File: config.mk
export PLATFORM = sky130hd
export DESIGN_NAME = frame_shift_register
export DESIGN_NICKNAME = d
export VERILOG_FILES = /design/src/rtl/frame_shift_register.sv
export SDC_FILE = /design/constraint.sdc
export NUM_CORES = 1
export LEC_CHECK = 0
export CORE_UTILIZATION = 44
export DETAILED_ROUTE_END_ITERATION = 8
export GPL_ROUTABILITY_DRIVEN = 1
export HOLD_SLACK_MARGIN = 0.15
export PLACE_DENSITY = 0.82
export RECOVER_POWER = 50
export SLEW_MARGIN = 20
export SYNTH_ARGS = -nofsm -noshare
export SYNTH_HDL_FRONTEND = slang
export SYNTH_SLANG_ARGS = --single-unit
File: constraint.sdc
create_clock -name clk -period 2.07 [get_ports clk]
set_input_delay 0.414 -clock clk [delete_from_list [all_inputs] [get_ports clk]]
set_output_delay 0.414 -clock clk [all_outputs]
set_load 0.02 [all_outputs]
File: src/rtl/frame_shift_register.sv
// Parametrised serial-in/serial-out/parallel-load shift register with a frame
// bit counter, valid/ready handshake on the parallel word and a sticky overrun flag.
module frame_shift_register #(
    parameter int WIDTH     = 16,
    parameter bit MSB_FIRST = 1'b1,
    parameter int CW        = $clog2(WIDTH + 1)
) (
    input  logic             clk,
    input  logic             resetb,
    input  logic             clr_i,
    input  logic             load_i,
    input  logic [WIDTH-1:0] load_data_i,
    input  logic             shift_en_i,
    input  logic             ser_i,
    output logic             ser_o,
    output logic [WIDTH-1:0] par_o,
    output logic [CW-1:0]    count_o,
    output logic             frame_valid_o,
    input  logic             frame_ready_i,
    output logic             overrun_o
);

    localparam logic [CW-1:0] FULL = CW'(WIDTH);

    logic [WIDTH-1:0] shift_s;
    logic [WIDTH-1:0] shift_next;
    logic [CW-1:0]    count;
    logic             overrun;
    logic             valid;
    logic             stall;

    // A frame is held exactly while the counter sits at WIDTH, so no separate valid flop.
    assign valid = (count == FULL);
    assign stall = valid & ~frame_ready_i;

    always_comb begin
        shift_next = shift_s;
        if (MSB_FIRST) begin
            shift_next = {shift_s[WIDTH-2:0], ser_i};
        end else begin
            shift_next = {ser_i, shift_s[WIDTH-1:1]};
        end
    end

    // NOTE: all state updates use non-blocking assignments so every flop samples pre-edge values.
    always_ff @(posedge clk or negedge resetb) begin
        if (!resetb) begin
            shift_s <= '0;
            count   <= '0;
            overrun <= 1'b0;
        end else if (clr_i) begin
            shift_s <= '0;
            count   <= '0;
            overrun <= 1'b0;
        end else if (load_i) begin
            shift_s <= load_data_i;
            count   <= '0;
            overrun <= 1'b0;
        end else if (stall) begin
            if (shift_en_i) begin
                overrun <= 1'b1;
            end
        end else if (shift_en_i) begin
            // On accept the counter restarts, so a same-cycle shift lands as bit 1 of the next frame.
            shift_s <= shift_next;
            count   <= (valid ? '0 : count) + CW'(1);
        end else if (valid) begin
            count <= '0;
        end
    end

    assign ser_o         = MSB_FIRST ? shift_s[WIDTH-1] : shift_s[0];
    assign par_o         = shift_s;
    assign count_o       = count;
    assign frame_valid_o = valid;
    assign overrun_o     = overrun;

endmodule

* Word-level counts from Yosys, hierarchy flattened
Index checks and enable logic that the tools add are counted.
** Cells by class
- Add/subtract/negate cells :: 1
- Multipliers :: 0
- Divide/modulo/power cells :: 0
- Magnitude comparators :: 0
- Equal/unequal tests :: 2
- Shift operators :: 0
- Multiplexer cells :: 13
- Bitwise logic cells :: 2
- Reductions and logical operators :: 4
** Operators by type and width (number)
- 16-bit two-way mux :: 4
- 5-bit two-way mux :: 5
- 3-bit nonzero test :: 2
- 5-bit by 1-bit adder with 5-bit output, second input constant :: 1
- 5-bit equality test, second input constant :: 1
- 1-bit two-way mux :: 4
- 2-bit AND reduction :: 2
- 3-bit inequality test, second input constant :: 1
- 1-bit bitwise AND :: 1
- 1-bit inverter :: 1
** Storage, ports and cells
- Bits in registers :: 22
- Latch bits :: 0
- RAM bits :: 0
- ROM bits :: 0
- Input port bits :: 23
- Output and inout port bits :: 24
- Logic and storage cells :: 25
- Memories kept :: 0

* Logic depth before layout (Yosys ltp)
- Depth in word-level cells :: 7
- Mapped depth :: 8
- Depth with buffers taken out :: 6

* Worst setup path before layout
No wires, ideal clock.
- Kind :: register to register
- From :: reg count[0], in the netlist count_o[0]
- To :: reg shift_s[0], in the netlist par_o[0]
- Library setup time :: 0.126 ns
- Arrival time :: 1.581 ns
- Data required time :: 1.944 ns
- Slack :: 0.364 ns
- Stages on the path, launching flop included :: 9
- Cells stage by stage :: dfrtp_1 -> inv_1 -> ha_1 -> nand4bb_1 -> buf_6 -> inv_4 -> a21boi_4 -> buf_6 -> o311a_1
** Between the ends
- Word-level cells in the longest chain between the ends :: 4
** RTL lines
- start: declaration :: line 27 : logic [CW-1:0] count;
- start signal: assignment :: line 66 : count <= (valid ? '0 : count) + CW'(1);
- 5-bit equality test :: line 33 : assign valid = (count == FULL);
- via frame_valid_o :: line 18 : output logic frame_valid_o,
- 1-bit bitwise AND :: line 34 : assign stall = valid & ~frame_ready_i;
- 3-bit inequality test (no source line)
- 2-bit AND reduction (no source line)
- end signal: assignment :: line 56 : shift_s <= load_data_i;
- end signal: assignment :: line 65 : shift_s <= shift_next;
- end: declaration :: line 25 : logic [WIDTH-1:0] shift_s;
The timed path passes the listed nets, and every way through them passes these cells.
A chain may end at the register's enable or synchronous reset.

* Worst setup path in the final report
- From :: reg count[0], in the netlist count_o[0]
- To :: out frame_valid_o
** Between the ends
- Word-level cells in the longest chain between the ends :: 1
** RTL lines (line)
- 5-bit equality test :: 33
- end: declaration :: 18
No other way between the ends.

==> metrics.txt <==
worst reg2reg setup slack=0.24 ns; DRT Wirelength=3380 um; clk_skew=0.00433 ns; FF+latch count, synth=22; Lkg Pwr=0.828 nW; Reg clk slew, reported paths=0.13 ns; Max Root-Sink Buffers=2; Die X=56.9 um; detailed placer's ending HPWL=2410 um; Tmin final=1.83 ns; Post-synth top cells=22 x dfrtp_1, 19 x inv_1, 17 x a21oi_1, 17 x nor2_1; Crit path arrival time=1.42 ns; FMAX=546 MHz; Yosys top cell area share=41.5%; final hold viol count=0; worst r2r src=count_o[0]; grt total ovfl=0; share of flip-flops with an asynchronous set or reset=100%; Max rail drop VDD=339 uV; die area=3230 um^2; final worst setup slack=0.238 ns; DR DRC count=7; top-level I/O count=47; Nets=219; Post-DP Area=1840 um^2; Final Setup Violations=0; Layout area overhead=40.0%; Initial Util=47.2%; CORE AREA=2810 um^2; CP Capture Type=output pin; largest net degree at the start of global routing=32; GPL Wtd Cong=0.836; Hold Path Class=reg2reg; status=finished, violations left; element type at the critical path start=flip-flop; Hold Crit Endpoint=par_o[2]; vias in the first global route=1344; RSZ-0062 raised after global routing=no; failing checks=design-rule violations; fraction of layout cells with a size suffix above 1=9.33%; DIE HEIGHT=56.9 um; CTS H-tree lvls=1; CTS buffer count=3; fin cells=224; CP Max Fanout=5; post-synth net total=172; Hold Crit Depth=1; initial drt markers=42; post-synthesis cell type count=28; placed cell count=220; worst-margin pin slew=1.24 ns; vias per inst=5.87; max_slew headroom=17.7%; Cells after Synth=147; Synth Flop Type=dfrtp_1; most common cell in the synthesized netlist=dfrtp_1; post-route ant nets=0; Post-Syn Area=1330 um^2; Reg2Reg Depth=6; Post-synth EDFFs=0; setup_tns=0 ns; CTS tree=done; reg2reg end=count_o[0]; first-pass GRT wire length=5820 um; clock sinks=22; DR pass1 iterations=6; hold_sp=par_o[2]; Seq/Total Area, Yosys=41.5%; # diodes=0; worst skew pair latency=0.30 ns; CP required=1.66 ns; overall global routing resource usage=22.4%; cell accounting for the most synthesized area=dfrtp_1; Ys Warns=0; dpl ws=0.144 ns; post-layout instance area=1860 um^2; Setup Fix Bufs, Post-CTS=0; cell at the root of the clock tree=clkbuf_4; Avg Inst Size Synth=9.01 um^2; vias=1315; antenna violations before repair=0; max-slew violation count=0; Final Core Density=66.1%; maxcap violations=0; worst setup path class=reg2out; crit share post-route=88.5%; Power Density=527 nW/um^2; top cells by area, synth=dfrtp_1 42%, o311a_1 12%, o211ai_1 9.1%; std cell rows=19; I/O Buffers=46; wire per inst=15.1 um
[per-layer routing]
metal	global-route usage (%)	routed length, um	vias up
met3	3.23	170	2
met2	39.1	1720	40
met4	7.32	10	0
met1	28.4	1480	646
li1	-	-	627
met5	0	0	-
[layout by cell type (no fill, tap or decap), types with 3 or more instances in the layout]
cell type / n
dfrtp_1: 22
buf_4: 11
o311a_1: 16
o211ai_1: 16
clkbuf_4: 3
a21oi_1: 17
clkdlybuf4s50_1: 43
inv_1: 19
nor2_1: 17
[metrics by stage]
step	total power [mW]	hold WS, ns
2_1_floorplan	0.616	0.118
3_3_place_gp	0.745	0.543
3_5_place_dp	0.750	0.547
4_1_cts	0.996	0.447
5_1_grt	1.03	0.593
6_report	0.977	0.575
[where the power goes]
part | internal (mW) | total, mW | leakage, nW | switching [mW]
sequential | 0.455 | 0.476 | 0.290 | 0.0209
combinational | 0.133 | 0.263 | 0.518 | 0.131
clock | 0.107 | 0.238 | 0.0210 | 0.131
total | 0.695 | 0.977 | 0.828 | 0.282
[critical path: stages, from the launching register on]
cell,delay [ns]
dfrtp_1,0.40
inv_1,0.06
ha_1,0.16
nand4bb_1,0.19
inv_4,0.13
clkbuf_2,0.17
[logic make-up (layout without fill, tap and decap cells)]
family	count (synthesis)	count (layout)	share of synthesized area (%)
buffers and inverters	36	82	11.8
AO/OA/AOI/OAI	56	56	33.0
adder cells (fa/ha/maj)	2	2	1.89
flip-flops	22	22	41.5
multiplexers	1	1	0.755
AND/OR/NAND/NOR	28	28	9.73
XOR/XNOR	2	2	1.32
[what timing repair did]
| action | in CTS | in global routing |
|---|---|---|
| resized for setup | 1 | 2 |
| endpoints found under the setup margin | 1 | 1 |
| hold buffers | 0 | 0 |
[cell type report]
cell class	count	area, um^2
clock buffers	4	36.3
multi-input cells	89	611
well taps	31	38.8
fillers	239	950
flip-flops and latches	22	551
repair buffers	58	542
inverters	20	77.6
[how the worst max path moves through the flow]
stage	startpoint	cells after the start	slack, ns	to
after floorplan	count_o[0]	8	0.36	par_o[0]
after global placement	count_o[0]	5	0.19	frame_valid_o
after detailed placement	count_o[0]	5	0.14	frame_valid_o
after CTS	count_o[0]	5	0.04	frame_valid_o
after global routing	count_o[0]	6	0.12	count_o[0]
final	count_o[0]	5	0.24	frame_valid_o
[state kept, by name (all words and copies together), names as in the netlist]
signal     count
par_o         16
count_o        5
overrun_o      1
Power figures use the tool's default switching activity.
